===== src/rtl/pc_branch_sequencer.sv =====
// pc_branch_sequencer: owns the fetch PC and sequences branches for a 5-stage LEGv8 pipeline
// Ports: clk, reset (sync, active-high); stall from the hazard unit; br_valid/br_type/br_pc/
//   brAddr26/condAddr19/br_reg describe the branch in decode; flags_valid/cbz_zero/cond_true
//   carry the EX outcome; pc is the fetch PC; br_accept, br_taken, flush, busy report status.
// Optional macro PC_BRANCH_STATS_EN adds stats_clear, taken_count and nottaken_count.
module pc_branch_sequencer #(
    parameter int                  PC_WIDTH     = 64,
    parameter logic [PC_WIDTH-1:0] RESET_PC     = '0,
    parameter int                  FLUSH_CYCLES = 1
) (
    input  logic                clk,
    input  logic                reset,
    input  logic                stall,
    input  logic                br_valid,
    input  logic [1:0]          br_type,
    input  logic [PC_WIDTH-1:0] br_pc,
    input  logic [25:0]         brAddr26,
    input  logic [18:0]         condAddr19,
    input  logic [PC_WIDTH-1:0] br_reg,
    input  logic                flags_valid,
    input  logic                cbz_zero,
    input  logic                cond_true,
`ifdef PC_BRANCH_STATS_EN
    input  logic                stats_clear,
    output logic [31:0]         taken_count,
    output logic [31:0]         nottaken_count,
`endif
    output logic [PC_WIDTH-1:0] pc,
    output logic                br_accept,
    output logic                br_taken,
    output logic                flush,
    output logic                busy
);
    typedef enum logic [1:0] {S_RUN, S_WAIT, S_FLUSH} state_t;

    localparam logic [1:0]          CNT_INIT = 2'(FLUSH_CYCLES - 1);
    localparam logic [PC_WIDTH-1:0] STEP     = PC_WIDTH'(4);

    state_t              state, state_n;
    logic [PC_WIDTH-1:0] tgt, tgt_n, pc_n, target;
    logic                is_bcond, is_bcond_n, taken_n, flush_n, outcome;
    logic [1:0]          cnt, cnt_n;

    // immediates are word offsets: sign-extend then scale by 4
    assign target = &br_type ? br_reg
                  : br_pc + (br_type == 2'b00 ? {{(PC_WIDTH-28){brAddr26[25]}}, brAddr26, 2'b00}
                                              : {{(PC_WIDTH-21){condAddr19[18]}}, condAddr19, 2'b00});
    assign outcome   = is_bcond ? cond_true : cbz_zero;
    assign br_accept = (state == S_RUN) & br_valid & ~stall;
    assign busy      = state != S_RUN;

    always_comb begin
        state_n    = state;
        pc_n       = pc;
        tgt_n      = tgt;
        is_bcond_n = is_bcond;
        cnt_n      = cnt;
        flush_n    = flush;
        taken_n    = 1'b0;
        case (state)
            S_RUN: begin
                if (br_accept) begin
                    // B (00) and BR (11) redirect now; CBZ/B.cond freeze fetch until EX resolves
                    if (br_type[1] == br_type[0]) begin
                        pc_n    = target;
                        taken_n = 1'b1;
                        flush_n = 1'b1;
                        cnt_n   = CNT_INIT;
                        state_n = S_FLUSH;
                    end else begin
                        tgt_n      = target;
                        is_bcond_n = br_type[1];
                        state_n    = S_WAIT;
                    end
                end else if (!stall) begin
                    pc_n = pc + STEP;
                end
            end
            S_WAIT: begin
                if (flags_valid && outcome) begin
                    pc_n    = tgt;
                    taken_n = 1'b1;
                    flush_n = 1'b1;
                    cnt_n   = CNT_INIT;
                    state_n = S_FLUSH;
                end else if (flags_valid) begin
                    pc_n    = pc + STEP;
                    state_n = S_RUN;
                end
            end
            S_FLUSH: begin
                pc_n  = stall ? pc : pc + STEP;
                cnt_n = cnt - 2'd1;
                if (cnt == 2'd0) begin
                    flush_n = 1'b0;
                    state_n = S_RUN;
                end
            end
            default: state_n = S_RUN;
        endcase
    end

    always_ff @(posedge clk) begin
        if (reset) begin
            state    <= S_RUN;
            pc       <= RESET_PC;
            tgt      <= '0;
            is_bcond <= 1'b0;
            cnt      <= '0;
            flush    <= 1'b0;
            br_taken <= 1'b0;
        end else begin
            state    <= state_n;
            pc       <= pc_n;
            tgt      <= tgt_n;
            is_bcond <= is_bcond_n;
            cnt      <= cnt_n;
            flush    <= flush_n;
            br_taken <= taken_n;
        end
    end

`ifdef PC_BRANCH_STATS_EN
    always_ff @(posedge clk) begin
        if (reset || stats_clear) begin
            taken_count    <= '0;
            nottaken_count <= '0;
        end else begin
            if (taken_n && !(&taken_count))
                taken_count <= taken_count + 32'd1;
            if (state == S_WAIT && flags_valid && !outcome && !(&nottaken_count))
                nottaken_count <= nottaken_count + 32'd1;
        end
    end
`endif
endmodule


===== config.mk =====
export PLATFORM = sky130hd
export DESIGN_NAME = pc_branch_sequencer
export DESIGN_NICKNAME = d
export VERILOG_FILES = /design/src/rtl/pc_branch_sequencer.sv
export SDC_FILE = /design/constraint.sdc
export NUM_CORES = 1
export LEC_CHECK = 0
export ABC_CLOCK_PERIOD_IN_PS = 5810
export BUFFER_PORTS_ARGS = -buffer_cell sky130_fd_sc_hd__buf_2
export CAP_MARGIN = 20
export CORE_MARGIN = 4
export CORE_UTILIZATION = 35
export CTS_BUF_LIST = sky130_fd_sc_hd__clkbuf_2
export CTS_CLUSTER_SIZE = 25
export DETAILED_ROUTE_END_ITERATION = 10
export GPL_TIMING_DRIVEN = 0
export SLEW_MARGIN = 30
export SYNTH_ARGS = -nofsm -noshare
export SYNTH_HDL_FRONTEND = slang
export SYNTH_SLANG_ARGS = --single-unit

===== constraint.sdc =====
create_clock -name clk -period 5.81 [get_ports clk]
set_clock_uncertainty 0.2 [all_clocks]
set_input_delay 0.2905 -clock clk [delete_from_list [all_inputs] [get_ports clk]]
set_output_delay 0.2905 -clock clk [all_outputs]
set_load 0.05 [all_outputs]

-- After elaboration in Yosys (flattened, before gate mapping)
Index checks and enable logic that the tools add are counted.
- add/sub/neg operators: 3
- muxes and demuxes: 28
- bitwise logic cells: 4
- equality and inequality tests: 9
- reduce and logical (&&, ||, !) cells: 12
- operator list (kind ; number):
    $mux 64 ; 7
    $pmux 64 s3 ; 1
    $add 64x3->64 const B ; 1
    $add 64x64->64 ; 1
    $mux 2 ; 8
    $pmux 2 s3 ; 2
    $reduce_and 3->1 ; 3
    $mux 1 ; 8
    $logic_not 2->1 ; 3
    $ne 2x2->1 const B ; 3
    $reduce_and 5->1 ; 1
    $reduce_and 4->1 ; 1
    $ne 3x2->1 const B ; 1
    $ne 3x3->1 const B ; 1
    $pmux 1 s3 ; 1
    $reduce_bool 3->1 ; 1
    $and 1x1->1 ; 2
    $eq 2x1->1 const B ; 1
    $eq 2x2->1 const B ; 1
    $ne 2x1->1 const B ; 1
    $not 1->1 ; 2
    $pmux 1 s2 ; 1
    $reduce_and 2->1 ; 1
    $reduce_bool 2->1 ; 1
    other kinds (3) ; 3
- logic and storage cells: 63
- register bits: 135

-- Logic depth before layout (Yosys ltp)
Gate-level depths: netlist of run 1.
- depth in word-level cells: 7
- depth in mapped cells: 17
- gate-level depth less buffers: 16

-- Worst setup path before layout of run 1
No wires, ideal clock.
- kind: input -> register
- from: input port br_type[0]
- to: register tgt[55]
- stages: 17
- data arrival time: 4252 ps
- path slack: 1242 ps
- cell sequence: inv_1 ha_1 clkbuf_1 nand2b_1 nand2_1 ha_1 clkbuf_1 nand4_1 nor4_1 a21oi_1 o21ai_0 o31a_1 o21ai_1 o41ai_1 xnor2_1 o211ai_1 o211a_1
- cells in the longest elaborated chain, start to end: 4
- elaborated cells on any way between the ends: 8
- classes of those cells: add/sub (1); eq/ne (1); mux (2); bitwise (1); reduce/logical (3)
- RTL lines (what ; line ; RTL):
    start: declaration ; 15 ; input logic [1:0] br_type,
    $logic_not 2->1 ; 46 ; : br_pc + (br_type == 2'b00 ? {{(PC_WIDTH-28){brAddr26[25]}}, brAddr26, 2'b00}
    $mux 64 ; 46 ;
    $add 64x64->64 ; 46 ;
    $mux 64 ; 45 ; assign target = &br_type ? br_reg
    end signal: assignment ; 115 ; tgt <= tgt_n;
    end: declaration ; 40 ; logic [PC_WIDTH-1:0] tgt, tgt_n, pc_n, target;
Parallel ways exist; a longest one is shown, timed or not.
A chain may end at the register's enable or synchronous reset.

-- Worst setup path after layout of run 1
- from: input port br_type[1]
- to: register tgt[44]
Same word-level chain as after synthesis.

==> summary.md, run 1 <==
| Metric | Value |
|---|---|
| Status | finished clean |
| Drt first pass iters | 6 |
| R2r startpoint | state[0]$_SDFFE_PP0P_ |
| Die extent in x | around 200 um |
| Met3 wire length | ~8.1 mm |
| Met2 routed WL | a little over 30 mm |
| WP buf/inv | 6 |
| Min-delay src | br_pc[63] |
| Max-Cap Viols | 0 |
| Global Route Usage Sum | around a third |
| CTS buffer count | 17 |
| WL/cell | ~26 um |
| Cell taking the most area after synthesis | dfxtp_1 |
| Top cell type's share of synthesized area | between 20% and 30% |
| DP Wirelength | between 50 and 60 mm |
| Number of vias per cell | just over 6 |
| Clk Latency, worst-skew pair | 0.81 ns |
| Tmin final | 5.56 ns |
| Syn-to-layout area delta | 22.5% |
| Pwr Density | 382 nW/um^2 |
| GRT overflow | 0 |
| Slowest stage cell, crit path | a311oi_1 |
| Number of routed nets with antenna violations | 0 |
| Crit path max-delay family | compound AO/OA/AOI/OAI gates |
| Initial Util | 35.3% |
| CTS max path bufs | 2 |
| Netlist cell types | 75 |
| Fin. max-slew vios | 0 |
| CP Max Fanout | 10 |
| Max Clk Rate | 180 MHz |
| Element type at the critical path end | flop |
| Worst Path Arrival | 6.14 ns |
| Leakage power | approximately 6.6 nW |
| Worst Setup Start Kind | input pin |
| Top_reg_cell synth | dfxtp_1 |
| Largest net degree at the start of global routing | 40 |
| Footprint of the multi-input gates | 9880 sq um |
| Syn avg cell area | between 6 and 7 sq um |
| Final worst-path cycle share | 95.8% |
| Global-route wire length before repair | around 100 mm |
| Root Driver | clkbuf_2 |
| Number of setup violations in the final report | 0 |
| Post-synth EDFFs | 0 |
| DR vias | about 17,000 |
| Worst IR Drop VDD | 0.155 mV |
| FF+latch area | ~2700 sq um |
| Layout cells sized above 1 | 14.4% |
| CP startpoint | br_type[1] |
| Post-synth top cells | 218 x nand2_1, 194 x nor2_1, 189 x a21oi_1 |
| FILL cells | 4,012 |
| Placeable Area | 37,600 sq um |
| Slowest cell delay on critical path | around 0.67 ns |
| Final WL | 71.6 mm |
| Register bit total from synthesis | ~140 |
| Die Span Y | 203 um |
| Syn. warnings | 0 |
| Nets | 2,515 |
| Hold WC Path Type | in -> reg |
| CTS tree | done |
| Initial antenna violation count | 1 |
| Unrepaired setup endpoints after global routing | no |
| Post-Syn Area | 13,300 sq um |
| Final instance area | about 16,000 sq um |
| Fin. Hold Viols | 0 |
| Placement Cell Area | 15,200 sq um |
| RD Place Congestion | 1.01 |
| Slew margin rel. | 25.4% |
| Fraction of registers with async set/reset | 0% |
| Vias in the first global route | 16,098 |
| Top Layer Used | met4 |
| Synth Instances | around 1,900 |
| Most common cell type on the critical path | a21oi_1 |
| Port-buffer cells | 248 |
| DR DRC count | 0 |
| Sequential fraction of the synthesis area | slightly above 20% |
| Hold WS | 0.0180 ns |
| Syn_nets | approximately 2,200 |
| Clk slew on worst S/H paths | approximately 0.22 ns |
| DR iter-0 viols | about 2,200 |
| Clk sinks | 135 |
| Most instantiated library cell after synthesis | nand2_1 |
| Critical Path RT | 6.39 ns |
| Top cells by area, synth | dfxtp_1 20%, a21oi_1 7.1%, ha_1 6.9%, o21ai_0 6.4%, nand2_1 6.2% |
| Crit Path Class | in -> reg |
| Met1 wire length | 29.6 mm |
| Worst Tran Pin Value | 1.11 ns |
| I/O pin cnt | 250 |
| # rows | 71 |
| Total die area | between 40,000 and 50,000 sq um |
| Worst-path cell chain | dlygate4sd3_1 -> buf_2 -> inv_1 -> ha_1 -> clkbuf_1 -> clkbuf_2 -> mux2_2 -> ha_1 -> a21oi_1 -> o21ai_0 -> a221oi_1 -> a21oi_1 -> o2111ai_1 -> a211o_1 -> a21oi_1 -> a311oi_1 -> mux2i_1 -> and3_1 -> dlygate4sd3_1 |
| H-tree depth | 4 |
[metrics by stage]
stage	utilization, %	instances	setup WS, ns	total power, mW	TNS, ns
floorplan	-	1909	1.24	3.95	0
global placement	40.3	2668	-0.417	5.33	-2.78
detailed placement	40.4	2669	0.0997	5.34	0
CTS	43.2	2780	0.106	6.05	0
global route	43.3	2782	0.0268	6.47	0
finish	43.3	2782	0.247	6.22	0
[power breakdown]
group          switching (mW)  internal (mW)
Clock                   0.400          0.273
Combinational            2.88           1.15
Sequential              0.349           1.16
[flip-flops by register name (all words and copies together) (netlist names)]
signal and count:
state 2, pc 64, tgt 64, is_bcond 1, cnt 2, br_taken 1
flush 1
[per-layer routing]
metal,up-vias,GRT usage (%)
met4,0,11.2
met5,-,0
li1,7685,-
met1,7929,45.6
met2,1142,52.6
met3,194,7.38
[path summary, 6_finish.rpt]
| kind | to | slack, ns | cells past startpoint |
|---|---|---|---|
| worst max-delay path | tgt[44]$_SDFFE_PP0P_ | 0.25 | 19 |
| worst min-delay path | pc[63]$_SDFFE_PP0P_ | 0.02 | 6 |
| worst min register to register | tgt[28]$_SDFFE_PP0P_ | 0.27 | 2 |
| worst max register to register | pc[33]$_SDFFE_PP0P_ | 1.23 | 11 |
[placed cells by master (no fill, tap or decap), types with 33 or more instances in the layout]
cell	n
buf_2	253
nand2_1	217
nor2_1	193
a21oi_1	189
o21ai_0	171
dfxtp_1	135
clkbuf_1	126
xnor2_1	83
dlygate4sd3_1	82
ha_1	73
xor2_1	56
nor3_1	54
nand3_1	48
a211oi_1	48
inv_1	44
a31oi_1	42
nand4_1	33
[worst register-to-register path, stage by stage, from the launching register on]
cell      delay [ns]
dfxtp_1         0.42
inv_1           0.09
ha_1            0.30
clkbuf_1        0.20
or2_2           0.33
clkbuf_1        0.35
nand2_1         0.20
clkbuf_1        0.62
clkbuf_1        0.79
o21ai_0         0.26
a221oi_1        0.55
nor2_1          0.14
[cell families (layout without fill, tap and decap cells)]
| group | count (synthesis) | after routing | share of synthesized area (%) |
|---|---|---|---|
| AOI/OAI and AO/OA | 663 | 663 | 31.5 |
| xor gates and xnor gates | 139 | 139 | 9.17 |
| adders and majority gates | 74 | 74 | 7.03 |
| buffers and inverters | 188 | 548 | 5.37 |
| DFF | 135 | 135 | 20.4 |
| muxes | 37 | 37 | 3.00 |
| other | 0 | 2 | 0 |
| and+or+nand+nor | 673 | 673 | 23.6 |
[layout make-up]
class | count | share of cell area [%]
inverters | 46 | 1.06
repair buffers | 331 | 12.7
plain buffers | 142 | 3.35
diodes | 2 | 0.0308
clock buffers | 18 | 0.554
flip-flops and latches | 135 | 16.6
well taps | 511 | 3.93
multi-input cells | 1586 | 60.8
clock inverters | 11 | 0.977
[what timing repair did]
item | in CTS | in global routing
buffers inserted | 0 | 0
hold buffers | 82 | 0
endpoints found under the setup margin | 0 | 14
resized for setup | 0 | 4
endpoints found under the hold margin | 129 | 0
(Power assumes the default switching activity.)
==> run 2: changes to the inputs <==
Settings changed: ABC_CLOCK_PERIOD_IN_PS 5810 to 4600, SLEW_MARGIN 30 to 5.
Clock period 5.81 ns to 4.6 ns, I/O delays scaled along.
==> summary.md, run 2 (synthesized netlist as in run 1, its figures left out) <==
| Metric | Value |
|---|---|
| H-tree depth | 4 |
| FILL cells | between 3,000 and 4,000 |
| Unrepaired setup endpoints after global routing | no |
| I/O pin cnt | 250 |
| Clk sinks | about 140 |
| Die Span Y | 203 um |
| Most frequent cells in the layout | 254 x buf_2, 217 x nand2_1, 194 x nor2_1 |
| # rows | 71 |
| Final instance area | 16,500 sq um |
| Element type at the critical path end | flop |
| Tmin final | 4.51 ns |
| DR vias | 17,025 |
| CP Max Fanout | 10 |
| Leakage power | 6.67 nW |
| Footprint of the multi-input gates | 9900 sq um |
| Final worst-path cycle share | between 90 and 100% |
| Clk slew on worst S/H paths | 0.25 ns |
| Die extent in x | just over 200 um |
| DR DRC count | 0 |
| Pwr Density | approximately 480 nW/um^2 |
| Max Clk Rate | ~220 MHz |
| Worst IR Drop VDD | 0.214 mV |
| Placement Cell Area | 15,200 sq um |
| Syn-to-layout area delta | 24.1% |
| Slew margin rel. | 22.9% |
| Drt first pass iters | 6 |
| Nets | 2,531 |
| R2r startpoint | state[0]$_SDFFE_PP0P_ |
| Max-Cap Viols | 0 |
| Number of routed nets with antenna violations | 0 |
| DR iter-0 viols | 2,180 |
| Hold WC Path Type | in -> reg |
| Worst Path Arrival | 5.04 ns |
| Layout cells sized above 1 | between 10% and 20% |
| Slowest cell delay on critical path | 0.79 ns |
| Placeable Area | 37,600 sq um |
| FF+latch area | 2700 sq um |
| RD Place Congestion | between 1 and 1.5 |
| Initial Util | roughly a third |
| Most common cell type on the critical path | clkbuf_1 |
| Root Driver | clkbuf_2 |
| Crit Path Class | reg -> reg |
| Total die area | 41,100 sq um |
| Largest net degree at the start of global routing | 27 |
| Clk Latency, worst-skew pair | 0.86 ns |
| Initial antenna violation count | 2 |
| WL/cell | 25.6 um |
| Global-route wire length before repair | approximately 100 mm |
| CTS max path bufs | 2 |
| Number of vias per cell | 6.08 |
| Fin. max-slew vios | 0 |
| Slowest stage cell, crit path | clkbuf_1 |
| Final WL | between 70 and 80 mm |
| Hold WS | -0.0701 ns |
| Worst Tran Pin Value | 1.16 ns |
| CTS buffer count | 17 |
| Failing checks | negative hold slack |
| Port-buffer cells | 248 |
| Biggest regs | pc (64), tgt (64) |
| Fin. Hold Viols | 1 |
| Critical Path RT | 5.13 ns |
| GRT overflow | 0 |
| Min-delay src | br_pc[35] |
| Commonest non-fill, non-tap cell in the layout | buf_2 |
| Vias in the first global route | 16,208 |
| Number of setup violations in the final report | 0 |
| Status | finished with violations |
| Total Power | 7.88 mW |
| Worst Setup Start Kind | flop |
| Global Route Usage Sum | 33.3% |
| CTS tree | done |
| DP Wirelength | 54.8 mm |
| Worst-path cell chain | inv_1 -> ha_1 -> clkbuf_1 -> or2_2 -> clkbuf_1 -> nand2_1 -> clkbuf_1 -> clkbuf_1 -> o21ai_0 -> a221oi_1 -> nor2_1 |
| CP startpoint | state[0]$_SDFFE_PP0P_ |
-- run 2: cell count changes in the layout (fill, tap and decap cells not counted), moves of 2 or more --
cell           change
dlygate4sd3_1     +17
clkinv_2           -3
clkinvlp_4         +3
clkbuf_2           -2
clkinv_4           +2
-- run 2: worst paths after layout --
path | end | slack, ns | cells after the start
hold reg to reg | tgt[23]$_SDFFE_PP0P_ | 0.27 | 2
setup / recovery | pc[33]$_SDFFE_PP0P_ | 0.09 | 11
hold / removal | pc[35]$_SDFFE_PP0P_ | -0.07 | 5
setup reg to reg | pc[33]$_SDFFE_PP0P_ | 0.09 | 11
-- run 2: power breakdown --
group          internal, mW  switching [mW]  total [mW]
Combinational          1.48            3.64        5.12
Sequential             1.47           0.443        1.91
Clock                 0.308           0.540       0.847
Total                  3.26            4.63        7.88
-- run 2: cell type report --
| class | instances | area share, % |
|---|---|---|
| Sequential cell | 135 | 16.4 |
| Timing Repair Buffer | 349 | 13.8 |
| Buffer | 140 | 3.24 |
| Multi-Input combinational cell | 1586 | 60.1 |
| Tap cell | 511 | 3.88 |
| Clock inverter | 12 | 0.934 |
| Inverter | 46 | 1.05 |
| Clock buffer | 20 | 0.608 |
| Antenna cell | 1 | 0.0152 |
-- run 2: layer usage --
metal  vias up  track usage, %  wire (um)
li1       7723               -          -
met1      7962            45.0      29800
met2      1112            51.5      30400
met3       226            7.19       7910
met4         2            14.0       3440
met5         -               0         15
-- run 2: worst max-delay path: cells and delay by family, from the launching register on --
family,cells,cell delay [ns]
flops,1,0.43
compound gates,2,0.72
buf+inv,5,2.07
simple gates,3,0.66
fa+ha+maj,1,0.30
-- run 2: timing repair --
| action | in CTS | in global routing |
|---|---|---|
| cloned | 0 | 0 |
| endpoints found under the hold margin | 131 | 0 |
| setup buffers | 0 | 0 |
| setup endpoints to repair | 8 | 40 |
| gates resized for setup | 2 | 7 |
| hold buffers | 99 | 0 |
-- run 2: per-stage QoR --
stage / worst slack [ns] / setup TNS, ns / cells / utilization [%] / hold WS (ns)
after floorplan: 0.0922 / 0 / 1909 / - / 0.166
after global placement: -1.57 / -60.14 / 2668 / 40.3 / 0.239
after detailed placement: -0.979 / -43.96 / 2670 / 40.4 / 0.245
after CTS: 0.0314 / 0 / 2801 / 43.8 / 0.000265
after global routing: 0.0310 / 0 / 2800 / 43.8 / 0.0237
final: 0.0917 / 0 / 2800 / 43.8 / -0.0701
